`config.mk`:
```
export PLATFORM = sky130hd
export DESIGN_NAME = cpu_mem_arbiter
export DESIGN_NICKNAME = d
export VERILOG_FILES = /design/src/rtl/cpu_mem_arbiter_pkg.sv /design/src/rtl/cpu_mem_arbiter.sv
export SDC_FILE = /design/constraint.sdc
export NUM_CORES = 1
export LEC_CHECK = 0
export ABC_CLOCK_PERIOD_IN_PS = 6100
export BUFFER_PORTS_ARGS = -buffer_cell sky130_fd_sc_hd__buf_4
export CORE_MARGIN = 2
export CORE_UTILIZATION = 25
export CTS_BUF_LIST = sky130_fd_sc_hd__clkbuf_16
export DETAILED_ROUTE_END_ITERATION = 8
export MAX_ROUTING_LAYER = met4
export SLEW_MARGIN = 20
export SYNTH_ARGS = -nofsm -noshare
export SYNTH_HDL_FRONTEND = slang
export SYNTH_SLANG_ARGS = --single-unit
```
`constraint.sdc`:
```
create_clock -name clk -period 6.1 [get_ports clk]
set_clock_uncertainty 0.15 [all_clocks]
set_input_delay 0.61 -clock clk [delete_from_list [all_inputs] [get_ports clk]]
set_output_delay 0.61 -clock clk [all_outputs]
set_load 0.01 [all_outputs]
```
`src/rtl/cpu_mem_arbiter_pkg.sv`:
```
// Shared definitions for the CPU memory-port arbiter: owner codes, FSM states
// and the IE-vs-IF arbitration decision.
package ie_defs;

  localparam logic [1:0] OWN_NONE = 2'd0;
  localparam logic [1:0] OWN_IF   = 2'd1;
  localparam logic [1:0] OWN_IE   = 2'd2;

  typedef enum logic [1:0] {
    IDLE  = 2'd0,
    ISSUE = 2'd1,
    WAIT  = 2'd2,
    ACK   = 2'd3
  } arb_state_t;

  // IE normally wins; a full streak with IF waiting hands the port to IF.
  function automatic logic ie_wins(input logic ie_req, input logic if_req,
                                   input logic streak_full);
    return ie_req && !(if_req && streak_full);
  endfunction

endpackage

```
`src/rtl/cpu_mem_arbiter.sv`:
```
// Two-requester arbiter for the CPU's single 8-bit/16-bit memory port.
// IE has priority, bounded by a streak limiter so IF always progresses.
module cpu_mem_arbiter
  import ie_defs::*;
#(
  parameter int MEM_LAT       = 1,
  parameter int MAX_IE_STREAK = 4
) (
  input  logic        clk,
  input  logic        rst,
  input  logic        if_req,
  input  logic [15:0] if_addr,
  output logic        if_ack,
  output logic [7:0]  if_rdata,
  input  logic        ie_req,
  input  logic        ie_we,
  input  logic [15:0] ie_addr,
  input  logic [7:0]  ie_wdata,
  output logic        ie_ack,
  output logic [7:0]  ie_rdata,
  output logic [15:0] mem_addr,
  output logic [7:0]  mem_wdata,
  output logic        mem_re,
  output logic        mem_we,
  input  logic [7:0]  mem_rdata,
  output logic        busy,
  output logic [1:0]  owner
);

  arb_state_t  state;
  arb_state_t  state_next;
  logic        grant_if;
  logic        grant_ie;
  logic [3:0]  streak;
  logic        streak_full;
  logic [1:0]  lat_cnt;
  logic [15:0] addr_lat;
  logic [7:0]  wdata_lat;
  logic        we_lat;

  assign streak_full = (streak == 4'(MAX_IE_STREAK));

  always_comb begin
    state_next = state;
    grant_if   = 1'b0;
    grant_ie   = 1'b0;
    case (state)
      IDLE: begin
        if (ie_wins(ie_req, if_req, streak_full)) begin
          grant_ie   = 1'b1;
          state_next = ISSUE;
        end else if (if_req) begin
          grant_if   = 1'b1;
          state_next = ISSUE;
        end
      end
      ISSUE:   state_next = we_lat ? ACK : WAIT;
      WAIT:    if (lat_cnt == 2'(MEM_LAT - 1)) state_next = ACK;
      ACK:     state_next = IDLE;
      default: state_next = IDLE;
    endcase
  end

  always_ff @(posedge clk or posedge rst) begin
    if (rst) state <= IDLE;
    else     state <= state_next;
  end

  always_ff @(posedge clk or posedge rst) begin
    if (rst) begin
      addr_lat  <= 16'h0000;
      wdata_lat <= 8'h00;
      we_lat    <= 1'b0;
      owner     <= OWN_NONE;
      busy      <= 1'b0;
      streak    <= 4'd0;
      lat_cnt   <= 2'd0;
    end else begin
      if (grant_ie) begin
        addr_lat  <= ie_addr;
        wdata_lat <= ie_wdata;
        we_lat    <= ie_we;
        owner     <= OWN_IE;
      end else if (grant_if) begin
        addr_lat  <= if_addr;
        wdata_lat <= 8'h00;
        we_lat    <= 1'b0;
        owner     <= OWN_IF;
      end else if (state_next == IDLE) begin
        owner <= OWN_NONE;
      end
      busy <= (state_next != IDLE);
      // Only IE grants made while IF is actually waiting extend the streak.
      if (grant_if) begin
        streak <= 4'd0;
      end else if (grant_ie) begin
        if (!if_req)          streak <= 4'd0;
        else if (!streak_full) streak <= streak + 4'd1;
      end
      lat_cnt <= (state == WAIT) ? lat_cnt + 2'd1 : 2'd0;
    end
  end

  // Outputs trail the state by one cycle; the memory read data therefore
  // lands MEM_LAT cycles after the strobe, which is the edge that leaves ACK.
  always_ff @(posedge clk or posedge rst) begin
    if (rst) begin
      mem_addr  <= 16'h0000;
      mem_wdata <= 8'h00;
      mem_re    <= 1'b0;
      mem_we    <= 1'b0;
      if_ack    <= 1'b0;
      ie_ack    <= 1'b0;
      if_rdata  <= 8'h00;
      ie_rdata  <= 8'h00;
    end else begin
      mem_re <= (state == ISSUE) && !we_lat;
      mem_we <= (state == ISSUE) && we_lat;
      if (state == ISSUE) begin
        mem_addr  <= addr_lat;
        mem_wdata <= wdata_lat;
      end
      if_ack <= (state == ACK) && (owner == OWN_IF);
      ie_ack <= (state == ACK) && (owner == OWN_IE);
      if (state == ACK && !we_lat) begin
        if (owner == OWN_IF)      if_rdata <= mem_rdata;
        else if (owner == OWN_IE) ie_rdata <= mem_rdata;
      end
    end
  end

endmodule
```
==> results of run 1 <==
[layer usage]
metal,wire length [um],GRT usage
met2,3450,0.168
met3,512,0.0503
met4,142,0.0499
met5,0,-
met1,3490,0.145
[layout by cell type (no fill, tap or decap), types with 3 or more instances in the layout]
master / synthesis / routed
dfrtp_1: 80 / 80
and2_1: 19 / 19
o21a_1: 4 / 4
nor2b_1: 3 / 3
clkbuf_16: 0 / 9
o211ai_1: 3 / 3
inv_1: 10 / 10
a221o_1: 15 / 15
a22o_1: 9 / 9
nand2_1: 5 / 5
nor2_1: 4 / 4
mux2_2: 40 / 40
ha_1: 8 / 8
buf_4: 1 / 101
clkinv_2: 0 / 4
[critical path: cells and delay by family (launching register included)]
family | cells | cell delay, ns
AND/OR/NAND/NOR | 2 | 1.03
flip-flops | 1 | 0.42
AO/OA/AOI/OAI | 1 | 0.30
adder cells (fa/ha/maj) | 1 | 0.29
buffers and inverters | 1 | 0.12
[logic make-up (layout without fill, tap and decap cells)]
family | after synthesis | in the layout | share of synthesized area
AOI/OAI and AO/OA | 42 | 42 | 0.110
muxes | 40 | 40 | 0.137
adders and majority gates | 8 | 8 | 0.0304
DFF | 80 | 80 | 0.607
buffers and inverters | 19 | 128 | 0.0292
and+or+nand+nor | 45 | 45 | 0.0866
[per-stage QoR]
step / power (mW) / util
2_1_floorplan: 1.42 / -
3_3_place_gp: 1.76 / 0.332
3_5_place_dp: 1.79 / 0.332
4_1_cts: 2.38 / 0.357
5_1_grt: 2.50 / 0.357
6_report: 2.34 / 0.357
[final timing paths]
| kind | startpoint | end | slack [ns] | cells after the start |
|---|---|---|---|---|
| min reg2reg | lat_cnt[0] | lat_cnt[0] | 0.28 | 1 |
| max reg2reg | state[0] | addr_lat[4] | 3.72 | 5 |
| min in group asynchronous | rst | mem_wdata[2] | 0.31 | 3 |
| max in group asynchronous | rst | addr_lat[3] | 4.98 | 3 |
| min | lat_cnt[0] | lat_cnt[0] | 0.28 | 1 |
| max | state[0] | addr_lat[4] | 3.72 | 5 |
[cell type report]
cell class | instances | area (um2)
Inverter | 10 | 38.8
Clock inverter | 7 | 87.6
Multi-Input combinational cell | 135 | 1210
Fill cell | 1284 | 8180
Sequential cell | 80 | 2000
Timing Repair Buffer | 102 | 769
Tap cell | 172 | 215
Clock buffer | 9 | 225
[flip-flops by register name (all words and copies together) (netlist names)]
signal and flops:
addr_lat 16, mem_addr 16, ie_rdata 8, if_rdata 8
mem_wdata 8, wdata_lat 8, streak 4, lat_cnt 2
owner 2, state 2, busy 1, ie_ack 1
if_ack 1, mem_re 1, mem_we 1, we_lat 1
[power by group through the flow]
stage                     combinational [mW]  sequential (mW)  clock, mW
after floorplan                        0.485            0.939          0
after global placement                 0.866            0.896          0
after detailed placement               0.887            0.904          0
after CTS                              0.887            0.898      0.592
after global routing                   0.960            0.929      0.612
final                                  0.872            0.895      0.569
==> flow_summary.json, run 1 <==
{
  "drive_gt1_frac": 0.478,
  "wl_per_cell_um": 14.8,
  "synth-edff-count": 0,
  "end_kind": "register",
  "setup_slack_ns": 3.72,
  "postSynth.asyncResetShare": 1.00,
  "tritoncts": "done",
  "cts_root_buffer": "clkbuf_16",
  "num_io_pins": 100,
  "synth_top_area_share": 0.607,
  "whs_ns": 0.276,
  "ys_warn_count": 0,
  "intPower_mw": 1.61,
  "overflow": 0,
  "ir_worst_vdd_mv": 0.160,
  "finalNetCount": 399,
  "status": "finished clean",
  "switching_share": 0.312,
  "clk_path_buf_depth": 2,
  "grtUsageTotal": 0.117,
  "grt_pass1_vias": 2369,
  "rsz0062_at_grt": "no",
  "synth_cell_type_count": 36,
  "drt_iter0_drc": 129,
  "grt_max_degree": 81,
  "crit_arrival_ns": 2.50,
  "clock_latency_ns": 0.34,
  "crit_slowest_cell": "and2_1",
  "clkSinkCount": 80,
  "syn_area_um2": 3300,
  "post_cts_resize_count": 0,
  "layout.cells.non_filler": 515,
  "worst_pin_slew_ns": 1.04,
  "pwr-share-clk": 0.244,
  "power_frac_comb": 0.373,
  "ant_nets": 0,
  "setup_violations": 0,
  "antenna_found_initial": 0,
  "row_count": 41,
  "dp.cells": 499,
  "drc_errors": 0,
  "hold_viol": 0,
  "grt_pass1_wl_um": 12300,
  "vias": 2263,
  "synth_seq_cells": 80,
  "cts_made_buffers": 9,
  "dieArea_um2": 14100,
  "die_h_um": 119,
  "viasPerCell": 4.39,
  "path_cells": "inv_1 -> ha_1 -> and2_1 -> and2_1 -> a221o_1",
  "place_area_um2": 4220,
  "ys_seq_area_frac": 0.607,
  "synth_area_leaders": "dfrtp_1 (61%), mux2_2 (14%), a221o_1 (4.6%)",
  "synth_area_per_cell_um2": 14.1,
  "h-tree-depth": 3,
  "drtPass1Iterations": 4,
  "p_seq_frac": 0.383,
  "p_leak_nw": 2.18,
  "holdBufCountCts": 0,
  "wl_um": 7600,
  "core-area_um2": 12700,
  "gp_congestion": 0.716,
  "hpwlAfterDp_um": 5150,
  "die_w_um": 119,
  "switching_power_uw": 728,
  "period_share": 0.389,
  "synthTopCellsByCount": "dfrtp_1 (80), mux2_2 (40), and2_1 (19), a221o_1 (15), inv_1 (10)",
  "max_stage_delay_ns": 0.83,
  "finalInstanceArea_um2": 4550,
  "synth.most_common_cell": "dfrtp_1",
  "area_growth_pct": 38.0,
  "antenna_cells": 0,
  "start_util": 0.259,
  "cts_setup_buffers": 0,
  "period_minus_slack_ns": 2.38,
  "max_freq_ghz": 0.421,
  "slew_viol_final": 0,
  "critPathKind": "reg2reg",
  "syn_inst": 234,
  "hp-class": "reg2reg",
  "startpoint_type": "register",
  "yosysTopAreaCell": "dfrtp_1",
  "synth_ff_type": "dfrtp_1",
  "max_cap_viol_count": 0,
  "critPathMostFrequentCell": "and2_1",
  "cp_data_required_time_ns": 6.23,
  "clk_pin_slew_ns": 0.06,
  "syn-num-nets": 295,
  "cp_max_fo": 25,
  "place_ws_ns": 3.73,
  "max-slew-margin-rel": 0.307,
  "powerDensity_nw_per_um2": 514,
  "tns_ns": 0,
  "numPortBuffers": 99
}
(Power assumes the default switching activity.)
==> run 2, diff against run 1 <==
- ABC_CLOCK_PERIOD_IN_PS: 6100 -> 2100
- clock period: 6.1 -> 2.1 ns (I/O delays scaled with it)
==> run 2 against run 1 <==
Utilization grew 4.2 points; largest power group is now combinational cells; register-to-register slack lost 3.6 ns; first-iteration DRC count shrank 12%; global-route usage grew 1.1 points; critical path type unchanged; non-clock buffer count grew 58; largest cell class unchanged; via count grew 8.8%; wire length grew 11%; final area grew 12%.
==> flow_summary.json, run 2 (synthesis gave the netlist of run 1 again) <==
{
  "tns_ns": 0,
  "met1Wirelength_um": 3690,
  "grt_max_degree": 81,
  "final_common_cell": "buf_4",
  "dr_wl_met3_um": 456,
  "vias": 2462,
  "antenna_cells": 0,
  "hp-class": "in2reg",
  "final_core_util": 0.399,
  "layout.cells.non_filler": 573,
  "startpoint_type": "register",
  "pwr-share-clk": 0.220,
  "drive_gt1_frac": 0.424,
  "cp_data_required_time_ns": 2.16,
  "period_share": 0.927,
  "worst_pin_slew_ns": 0.857,
  "status": "finished clean",
  "setup_violations": 0,
  "p_seq_frac": 0.383,
  "clk_pin_slew_ns": 0.06,
  "dieArea_um2": 14100,
  "finalInstanceArea_um2": 5080,
  "powerDensity_nw_per_um2": 1340,
  "crit_arrival_ns": 2.01,
  "switching_power_mw": 2.14,
  "start_util": 0.259,
  "grt_pass1_vias": 2623,
  "place_area_um2": 4310,
  "num_io_pins": 100,
  "row_count": 41,
  "numPortBuffers": 99,
  "startpoint": "state[1]",
  "total_power_mw": 6.80,
  "switching_share": 0.315,
  "finalNetCount": 457,
  "clock_latency_ns": 0.34,
  "max_freq_ghz": 0.514,
  "setup_slack_ns": 0.153,
  "slew_viol_final": 0,
  "dp.cells": 508,
  "end_kind": "register",
  "reg2reg_depth": 6,
  "cp_max_fo": 15,
  "place_ws_ns": 0.173,
  "grtUsageTotal": 0.129,
  "core-area_um2": 12700,
  "crit_path_end": "addr_lat[3]",
  "hold_path.startpoint": "if_addr[15]",
  "wl_per_cell_um": 14.7,
  "final_cell_mix": "buf_4 (110), dfrtp_1 (80), dlygate4sd3_1 (49)",
  "ir_worst_vdd_mv": 0.652,
  "wl_met2_um": 4150,
  "wl_um": 8410,
  "r2r-start": "state[1]",
  "ant_nets": 0,
  "r2r_end": "addr_lat[3]",
  "power_frac_comb": 0.397,
  "max-slew-margin-rel": 0.429,
  "critPathKind": "reg2reg",
  "cts_made_buffers": 9,
  "max_cap_viol_count": 0,
  "post_cts_resize_count": 0,
  "clkSinkCount": 80,
  "reg2reg_slack_ns": 0.15,
  "cts_root_buffer": "clkbuf_16",
  "area_growth_pct": 54.0,
  "hold_viol": 0,
  "drc_errors": 0,
  "antenna_found_initial": 0,
  "overflow": 0,
  "top_regs": "addr_lat (16), mem_addr (16)",
  "holdBufCountCts": 49,
  "rsz0062_at_grt": "no",
  "viasPerCell": 4.30,
  "h-tree-depth": 3,
  "gp_congestion": 0.770,
  "clk_path_buf_depth": 2,
  "grt_pass1_wl_um": 13700,
  "drtPass1Iterations": 4,
  "cts_setup_buffers": 0,
  "intPower_mw": 4.65,
  "hpwlAfterDp_um": 5440,
  "die_h_um": 119,
  "period_minus_slack_ns": 1.95,
  "maxUsedRoutingLayer": "met4",
  "fillers": 1241,
  "die_w_um": 119,
  "p_leak_nw": 2.42,
  "tritoncts": "done",
  "whs_ns": 0.0903,
  "drt_iter0_drc": 114
}
[run 2: cell types whose count changed in the layout (fill, tap and decap cells not counted)]
cell and change:
bufinv_16 -1, o21ai_4 -1, buf_4 +9, clkinvlp_4 +1, clkinv_2 -2, clkinv_1 +2
o21ai_2 +1, dlygate4sd3_1 +49, clkinv_4 -1, inv_1 +1, buf_6 -1, buf_12 +1
[run 2: power by group through the flow]
stage / registers [mW] / clock network [mW] / logic (mW)
2_1_floorplan: 2.73 / 0 / 1.41
3_3_place_gp: 2.60 / 0 / 2.59
3_5_place_dp: 2.63 / 0 / 2.65
4_1_cts: 2.61 / 1.54 / 2.74
5_1_grt: 2.69 / 1.61 / 2.96
6_report: 2.60 / 1.50 / 2.70
[run 2: metal layers]
| metal | up-vias | global-route usage |
|---|---|---|
| met5 | - | - |
| met4 | 0 | 0.0365 |
| met3 | 13 | 0.0450 |
| met2 | 77 | 0.202 |
| met1 | 1196 | 0.158 |
| li1 | 1176 | - |
[run 2: worst min path at each step]
stage | cells past startpoint | end
floorplan | 2 | addr_lat[15]
detailed placement | 3 | wdata_lat[6]
global placement | 3 | mem_wdata[6]
CTS | 3 | addr_lat[15]
finish | 3 | addr_lat[15]
global route | 3 | addr_lat[15]
[run 2: layout make-up]
class,count,area (um2),area share
inverter,10,41.3,0.00813
sequential,80,2000,0.394
multi-input combinational,135,1200,0.237
tap,172,215,0.0424
clock buffer,9,225,0.0444
timing repair buffer,160,1340,0.263
clock inverter,7,55.1,0.0108
[run 2: worst max-delay path, stage by stage, from the launching register on]
cell and delay [ns]:
dfrtp_1 0.40, inv_1 0.10, ha_1 0.25, and2_1 0.21, and2_1 0.15, buf_4 0.19
a221o_1 0.37
==> run 3, diff against run 2 <==
- CTS_BUF_LIST: sky130_fd_sc_hd__clkbuf_16 -> default
==> run 3 against run 2 <==
Non-clock buffer count unchanged; sequential cell count did not move; wire length fell by 0.74%; register-to-register slack about the same; critical path type unchanged; die area did not move; global-route usage about the same; combinational power hardly changed; total power increased by 1.1%; clock power increased by 5%; utilization up 0.16 points; via count is 0.16% lower; first-iteration DRC count rose by 8.8%.
==> flow_summary.json, run 3 (synthesis gave the netlist of run 1 again) <==
{
  "clk_path_buf_depth": 2,
  "wl_um": 8350,
  "cp_data_required_time_ns": 2.16,
  "ant_nets": 0,
  "clkSinkCount": 80,
  "cts_made_buffers": 9,
  "max-slew-margin-rel": 0.444,
  "core-area_um2": 12700,
  "grt_pass1_wl_um": 13600,
  "switching_share": 0.310,
  "period_minus_slack_ns": 1.93,
  "drtPass1Iterations": 4,
  "top_regs": "addr_lat (16), mem_addr (16)",
  "p_seq_frac": 0.378,
  "hpwlAfterDp_um": 5440,
  "rsz0062_at_grt": "no",
  "max_cap_viol_count": 0,
  "powerDensity_nw_per_um2": 1350,
  "setup_violations": 0,
  "critPathKind": "reg2reg",
  "pwr-share-clk": 0.230,
  "area_growth_pct": 54.6,
  "clk_pin_slew_ns": 0.06,
  "drive_gt1_frac": 0.429,
  "period_share": 0.921,
  "final_cell_mix": "buf_4 (110), dfrtp_1 (80), dlygate4sd3_1 (49)",
  "worst_pin_slew_ns": 0.834,
  "reg2reg_slack_ns": 0.17,
  "final_core_util": 0.401,
  "cp.depth": 6,
  "viasPerCell": 4.29,
  "die_w_um": 119,
  "end_kind": "register",
  "clock_latency_ns": 0.34,
  "critPathTopFamily": "flip-flops",
  "crit_arrival_ns": 2.00,
  "num_io_pins": 100,
  "antenna_cells": 0,
  "total_power_mw": 6.87,
  "worst-path-buf-inv": 2,
  "p_leak_nw": 2.42,
  "max_stage_delay_ns": 0.39,
  "intPower_mw": 4.74,
  "hold_depth": 3,
  "max_freq_ghz": 0.517,
  "antenna_found_initial": 0,
  "overflow": 0,
  "crit_slowest_cell": "dfrtp_1",
  "gp_congestion": 0.770,
  "tritoncts": "done",
  "vias": 2458,
  "cts_root_buffer": "clkbuf_16",
  "slew_viol_final": 0,
  "grt_pass1_vias": 2623,
  "switching_power_mw": 2.13,
  "ir_worst_vdd_mv": 0.653,
  "tns_ns": 0,
  "drt_iter0_drc": 124,
  "hp-class": "in2reg",
  "grtUsageTotal": 0.128,
  "die_h_um": 119,
  "row_count": 41,
  "power_frac_comb": 0.392,
  "grt_max_degree": 81,
  "drc_errors": 0,
  "dieArea_um2": 14100,
  "final_common_cell": "buf_4",
  "finalInstanceArea_um2": 5100,
  "path_cells": "inv_1 -> ha_1 -> and2_1 -> and2_1 -> buf_4 -> a221o_1",
  "critPathMostFrequentCell": "and2_1",
  "place_area_um2": 4310,
  "reg2reg_depth": 6,
  "post_cts_resize_count": 0,
  "h-tree-depth": 3,
  "finalNetCount": 457,
  "start_util": 0.259,
  "startpoint_type": "register",
  "status": "finished clean",
  "hold_viol": 0,
  "wl_per_cell_um": 14.6,
  "cp_max_fo": 15,
  "numPortBuffers": 99
}
run 3: timing repair:
item,4_1_cts,5_1_grt
endpoints found under the setup margin,0,0
buffers inserted,0,0
hold buffers,49,0
endpoints found under the hold margin,121,0
run 3: metal layers:
layer / track usage / up-vias / routed length (um)
li1: - / 1174 / -
met1: 0.158 / 1191 / 3620
met2: 0.201 / 81 / 4140
met3: 0.0450 / 12 / 475
met4: 0.0365 / 0 / 115
met5: - / - / 0
run 3: path summary, 6_finish.rpt:
path,from,end
max,state[1],addr_lat[3]
min,if_addr[15],addr_lat[15]
max in group asynchronous,rst,lat_cnt[1]
min reg2reg,lat_cnt[0],lat_cnt[0]
max reg2reg,state[1],addr_lat[3]
min in group asynchronous,rst,wdata_lat[3]
run 3: stage by stage:
stage / hold slack, ns / instances / worst slack [ns]
2_1_floorplan: 0.189 / 234 / 0.251
3_3_place_gp: 0.222 / 508 / 0.243
3_5_place_dp: 0.227 / 508 / 0.173
4_1_cts: 0.0908 / 573 / 0.152
5_1_grt: 0.0933 / 573 / 0.0642
6_report: 0.0917 / 573 / 0.167
run 3: power groups by stage:
| stage | Sequential [mW] | Combinational [mW] | Clock (mW) |
|---|---|---|---|
| floorplan | 2.73 | 1.41 | 0 |
| global placement | 2.60 | 2.59 | 0 |
| detailed placement | 2.63 | 2.65 | 0 |
| CTS | 2.61 | 2.74 | 1.63 |
| global route | 2.69 | 2.95 | 1.69 |
| finish | 2.60 | 2.69 | 1.58 |
run 3: cell type report:
class | instances | area [um2]
Tap cell | 172 | 215
Clock buffer | 13 | 260
Sequential cell | 80 | 2000
Timing Repair Buffer | 160 | 1340
Multi-Input combinational cell | 135 | 1200
Fill cell | 1237 | 7630
Inverter | 10 | 41.3
Clock inverter | 3 | 40.0
run 3: worst register-to-register path: cells and delay by family (launching register included):
kind                     cells  cell delay (ns)
flip-flops                   1             0.39
buffers and inverters        2             0.29
AND/OR/NAND/NOR              2             0.35
adder cells (fa/ha/maj)      1             0.25
AO/OA/AOI/OAI                1             0.37
